<file path="src/rtl/alu_result_fifo_pkg.sv">
// Shared definitions for the ALU result capture FIFO: widths, occupancy
// state encoding and the signature step used by both design and bench.
package alu_result_fifo_pkg;

    localparam int RES_W = 8;
    localparam int SEL_W = 2;

    typedef enum logic [1:0] {
        OCC_EMPTY   = 2'd0,
        OCC_PARTIAL = 2'd1,
        OCC_FULL    = 2'd2
    } occ_state_t;

    // Rotate left by one, then fold in the new result word.
    function automatic logic [RES_W-1:0] sig_step(input logic [RES_W-1:0] sig,
                                                  input logic [RES_W-1:0] din);
        return {sig[RES_W-2:0], sig[RES_W-1]} ^ din;
    endfunction

endpackage

</file>
<file path="src/rtl/fifo_mem_2p.sv">
// Two-port storage array: synchronous write, asynchronous (combinational) read.
module fifo_mem_2p #(
    parameter int WIDTH  = 10,
    parameter int DEPTH  = 8,
    parameter int ADDR_W = 3
) (
    input  logic              clk,
    input  logic              we,
    input  logic [ADDR_W-1:0] waddr,
    input  logic [WIDTH-1:0]  wdata,
    input  logic [ADDR_W-1:0] raddr,
    output logic [WIDTH-1:0]  rdata
);

    logic [WIDTH-1:0] mem [DEPTH];

    // NOTE: storage has no reset; occupancy logic guarantees stale entries are never
    // presented, and a reset-free array maps onto plain RAM/register-file cells.
    // NOTE: clocked state is always written with non-blocking assignments.
    always_ff @(posedge clk) begin
        if (we) begin
            mem[waddr] <= wdata;
        end
    end

    assign rdata = mem[raddr];

endmodule

</file>
<file path="src/rtl/alu_result_fifo.sv">
// First-word-fall-through capture buffer for tagged ALU/mux results, with
// occupancy tracking, sticky overflow and a running rotate-xor signature.
module alu_result_fifo
    import alu_result_fifo_pkg::*;
#(
    parameter int DATA_W = 8,
    parameter int DEPTH  = 8,
    parameter int ADDR_W = 3
) (
    input  logic              Clk,
    input  logic              Rst_n,
    input  logic [DATA_W-1:0] Din,
    input  logic [SEL_W-1:0]  SelIn,
    input  logic              CapEn,
    output logic [DATA_W-1:0] DoutData,
    output logic [SEL_W-1:0]  DoutSel,
    output logic              DoutValid,
    input  logic              DoutReady,
    output logic [ADDR_W:0]   Count,
    output logic              Full,
    output logic              Empty,
    output logic              Overflow,
    input  logic              ClrOvf,
    output logic [DATA_W-1:0] Signature
);

    localparam int ENTRY_W = DATA_W + SEL_W;
    localparam logic [ADDR_W:0] FULL_COUNT = (ADDR_W+1)'(DEPTH);

    occ_state_t          state_q, state_d;
    logic [ADDR_W-1:0]   wr_ptr, rd_ptr;
    logic [ADDR_W:0]     count_q, count_d;
    logic                push, pop, drop;
    logic [ENTRY_W-1:0]  rd_entry;

    assign pop  = DoutValid & DoutReady;
    assign push = CapEn & (~Full | pop);
    assign drop = CapEn & Full & ~pop;

    fifo_mem_2p #(
        .WIDTH  (ENTRY_W),
        .DEPTH  (DEPTH),
        .ADDR_W (ADDR_W)
    ) u_mem (
        .clk   (Clk),
        .we    (push),
        .waddr (wr_ptr),
        .wdata ({SelIn, Din}),
        .raddr (rd_ptr),
        .rdata (rd_entry)
    );

    always_comb begin
        // NOTE: every combinational output gets a default first so no path infers a latch.
        count_d = count_q;
        case ({push, pop})
            2'b10:   count_d = count_q + (ADDR_W+1)'(1);
            2'b01:   count_d = count_q - (ADDR_W+1)'(1);
            default: count_d = count_q;
        endcase
    end

    // Occupancy FSM: state register.
    always_ff @(posedge Clk or negedge Rst_n) begin
        if (!Rst_n) begin
            state_q <= OCC_EMPTY;
        end else begin
            state_q <= state_d;
        end
    end

    // Occupancy FSM: next-state logic.
    always_comb begin
        state_d = state_q;
        case (state_q)
            OCC_EMPTY: begin
                if (push && !pop) state_d = OCC_PARTIAL;
            end
            OCC_PARTIAL: begin
                if (count_d == FULL_COUNT)  state_d = OCC_FULL;
                else if (count_d == '0)     state_d = OCC_EMPTY;
            end
            OCC_FULL: begin
                if (pop && !push) state_d = OCC_PARTIAL;
            end
            default: state_d = OCC_EMPTY;
        endcase
    end

    // Occupancy FSM: output decode.
    always_comb begin
        Full      = (state_q == OCC_FULL);
        Empty     = (state_q == OCC_EMPTY);
        DoutValid = (state_q != OCC_EMPTY);
    end

    always_ff @(posedge Clk or negedge Rst_n) begin
        if (!Rst_n) begin
            wr_ptr    <= '0;
            rd_ptr    <= '0;
            count_q   <= '0;
            Overflow  <= 1'b0;
            Signature <= '0;
        end else begin
            count_q <= count_d;
            if (push) begin
                wr_ptr    <= wr_ptr + ADDR_W'(1);
                Signature <= sig_step(Signature, Din);
            end
            if (pop) begin
                rd_ptr <= rd_ptr + ADDR_W'(1);
            end
            // A drop in the same cycle as a clear leaves the flag set.
            if (drop) begin
                Overflow <= 1'b1;
            end else if (ClrOvf) begin
                Overflow <= 1'b0;
            end
        end
    end

    assign Count    = count_q;
    assign DoutData = Empty ? '0 : rd_entry[DATA_W-1:0];
    assign DoutSel  = Empty ? '0 : rd_entry[ENTRY_W-1:DATA_W];

endmodule

</file>
<file path="config.mk">
export PLATFORM = sky130hd
export DESIGN_NAME = alu_result_fifo
export DESIGN_NICKNAME = d
export VERILOG_FILES = /design/src/rtl/alu_result_fifo_pkg.sv /design/src/rtl/fifo_mem_2p.sv /design/src/rtl/alu_result_fifo.sv
export SDC_FILE = /design/constraint.sdc
export NUM_CORES = 1
export LEC_CHECK = 0
export BUFFER_PORTS_ARGS = -buffer_cell sky130_fd_sc_hd__buf_2
export CAP_MARGIN = 20
export CELL_PAD_IN_SITES_DETAIL_PLACEMENT = 0
export CELL_PAD_IN_SITES_GLOBAL_PLACEMENT = 1
export CORE_MARGIN = 5
export CORE_UTILIZATION = 50
export CTS_CLUSTER_SIZE = 40
export DETAILED_ROUTE_END_ITERATION = 8
export PLACE_DENSITY = 0.89
export SYNTH_ARGS = -nofsm -noshare
export SYNTH_HDL_FRONTEND = slang
export SYNTH_SLANG_ARGS = --single-unit
</file>
<file path="constraint.sdc">
create_clock -name Clk -period 5.85 [get_ports Clk]
set_input_delay 1.17 -clock Clk [delete_from_list [all_inputs] [get_ports Clk]]
set_output_delay 1.17 -clock Clk [all_outputs]
set_load 0.1 [all_outputs]
</file>
==> flow_summary.toml <==
[status]
status = "complete, no violations"

[timing]
rsz0062_at_grt = "no"
holdWs_ns = 0.506
tightestPinTransition_ns = 1.10
period_needed_ns = 3.55
setup_viol = 0
hold_viol = 0
fin_setup_tns_ns = 0
period_share_pct = 60.6
relSlewSlack_pct = 26.5
drv_slew = 0
fmax_mhz = 282
fin_skew_ns = 0.0133

[min_path]
hold_class = "reg2reg"

[yosys]
netlist_area_um2 = 4210
ys_types = 36
synth_ff_type = "edfxtp_1"
synth_warnings = 0
ys_seq_elements = 101
yosys-top-cells-area = "edfxtp_1 (57%), dfrtp_1 (12%), mux4_2 (11%)"
synth.avg_cell_area_um2 = 16.6
async_flop_share_pct = 20.8
synth-seq-area-share_pct = 69.6
synth_top_area_share_pct = 57.1
synth_edf_count = 80
netlist_instances = 254
syn-num-nets = 272
synth_top_area_cell = "edfxtp_1"

[global_route]
antenna_found_initial = 0
grt_overflow = 0
grt_use_total_pct = 16.1
grt_pass1_wl_um = 12200
grt_pass1_vias = 2241
grt_max_degree = 23

[setup_path]
cp-start-kind = "flop"
max_stage_delay_ns = 0.55
crit_fanout = 18
cp-end-kind = "output pin"
critical_path_class = "reg2out"
arrival_ns = 2.38
cp_slowest_cell = "mux4_2"
cp.required_ns = 4.68
crit_chain = "buf_4 > mux4_2 > mux2i_1 > nor2_1 > buf_2"

[clock_network]
cts_setup_buffers = 0
cts_max_level = 3
cts_buffer_depth = 2
clock-sinks = 101
clk_pin_slew_ns = 0.09
ctsHoldBuffers = 0
clkLatencyLatePin_ns = 0.36
cts_inserted_buffers = 9
cts_tree = "built"
cts_root_buf = "clkbuf_8"
cts_resized = 0

[flow_run]
max_cap_viol_count = 0

[floorplanning]
dieArea_um2 = 10400
dieWidth_um = 102
core-area_um2 = 8220
start_util_pct = 51.2
placement_rows = 33
die_h_um = 102
top_level_ports = 41

[route]
drt_iter0_drc = 108
firstDrtPassIters = 4
drc = 0
ant_nets = 0
avgViaCountPerCell = 5.50
totalWireLength_um = 7690
num_vias = 2268
wire_per_inst_um = 18.7

[place]
dp.cells = 394
portBuffers = 40
dp_hpwl_um = 4940
gp_congestion = 0.935

[layout]
drive_gt1_share_pct = 29.0
antenna_cells = 0
final_cells = 412
final_common_cell = "edfxtp_1"
mostFrequentLayoutCells = "edfxtp_1 (80), buf_2 (40), dfrtp_1 (21), nor2_1 (21), mux4_2 (20)"
fin_nets = 320
syn_to_final_growth_pct = 12.8
## worst max-delay path, delay by kind of cell (launching register included)
family                 cells  cell delay, ns
multiplexers               2            0.75
buffers and inverters      2            0.70
AND/OR/NAND/NOR            1            0.05
flip-flops                 1            0.49
## sequential cells by signal (all words and copies together) (netlist names)
register   count
Count          4
u_mem.mem     80
wr_ptr         3
Overflow       1
rd_ptr         3
state_q        2
Signature      8
## cell type report
class / instances / area, um2
well taps: 105 / 131
flip-flops and latches: 101 / 2930
fillers: 612 / 3470
repair buffers: 49 / 275
multi-input cells: 135 / 1210
clock inverters: 6 / 55.1
clock buffers: 10 / 128
inverters: 6 / 22.5
## layer usage
metal	vias to the layer above	global-route usage, %	wire, um
li1	1064	-	-
met1	1116	23.1	3490
met2	75	24.6	3630
met3	13	2.62	406
met4	0	7.06	162
met5	-	0	0
## per-stage QoR
stage | utilization (%) | area [um2] | setup slack (ns)
global route | 57.8 | 4750 | 2.15
detailed placement | 55.3 | 4540 | 2.62
floorplan | - | 4210 | 1.72
finish | 57.8 | 4750 | 2.30
CTS | 57.5 | 4720 | 2.24
global placement | 55.3 | 4540 | 2.68
## cell usage after synthesis, types with 2 or more instances
| master | instances |
|---|---|
| xnor2_1 | 15 |
| dfrtp_1 | 21 |
| ha_1 | 3 |
| inv_1 | 6 |
| mux4_2 | 20 |
| mux2i_1 | 13 |
| nand2_1 | 17 |
| clkbuf_1 | 5 |
| buf_2 | 5 |
| nand2b_1 | 3 |
| and2_1 | 2 |
| o21ai_0 | 14 |
| nor2_1 | 21 |
| edfxtp_1 | 80 |
| nor3_1 | 5 |
| nor4_1 | 2 |
| nor2b_1 | 3 |
## kinds of logic (layout without fill, tap and decap cells)
| kind of cell | count (synthesis) | after routing | synth area share (%) |
|---|---|---|---|
| fa+ha+maj | 3 | 3 | 0.892 |
| simple gates | 56 | 56 | 6.03 |
| compound gates | 26 | 26 | 4.19 |
| flops | 101 | 101 | 69.6 |
| xor+xnor | 16 | 16 | 3.33 |
| buf+inv | 18 | 71 | 1.93 |
| mux | 34 | 34 | 14.1 |
## final timing paths
| kind | slack [ns] | to | start | cells after the start |
|---|---|---|---|---|
| setup / recovery | 2.30 | DoutData[5] | rd_ptr[0]$_DFFE_PN0N_ | 5 |
| hold / removal | 0.51 | Count[3]$_DFF_PN0_ | Count[3]$_DFF_PN0_ | 1 |
| setup reg to reg | 3.36 | state_q[1]$_DFFE_PN0P_ | state_q[0]$_DFFE_PN0P_ | 9 |
| hold reg to reg | 0.51 | Count[3]$_DFF_PN0_ | Count[3]$_DFF_PN0_ | 1 |
| max in group asynchronous | 4.72 | Signature[6]$_DFFE_PN0P_ | Rst_n | 1 |
| min in group asynchronous | 0.77 | rd_ptr[1]$_DFFE_PN0N_ | Rst_n | 1 |
Power is left out: the tool's default activity adds up to more than one toggle a clock period on the data nets, which glitch-free logic cannot reach.
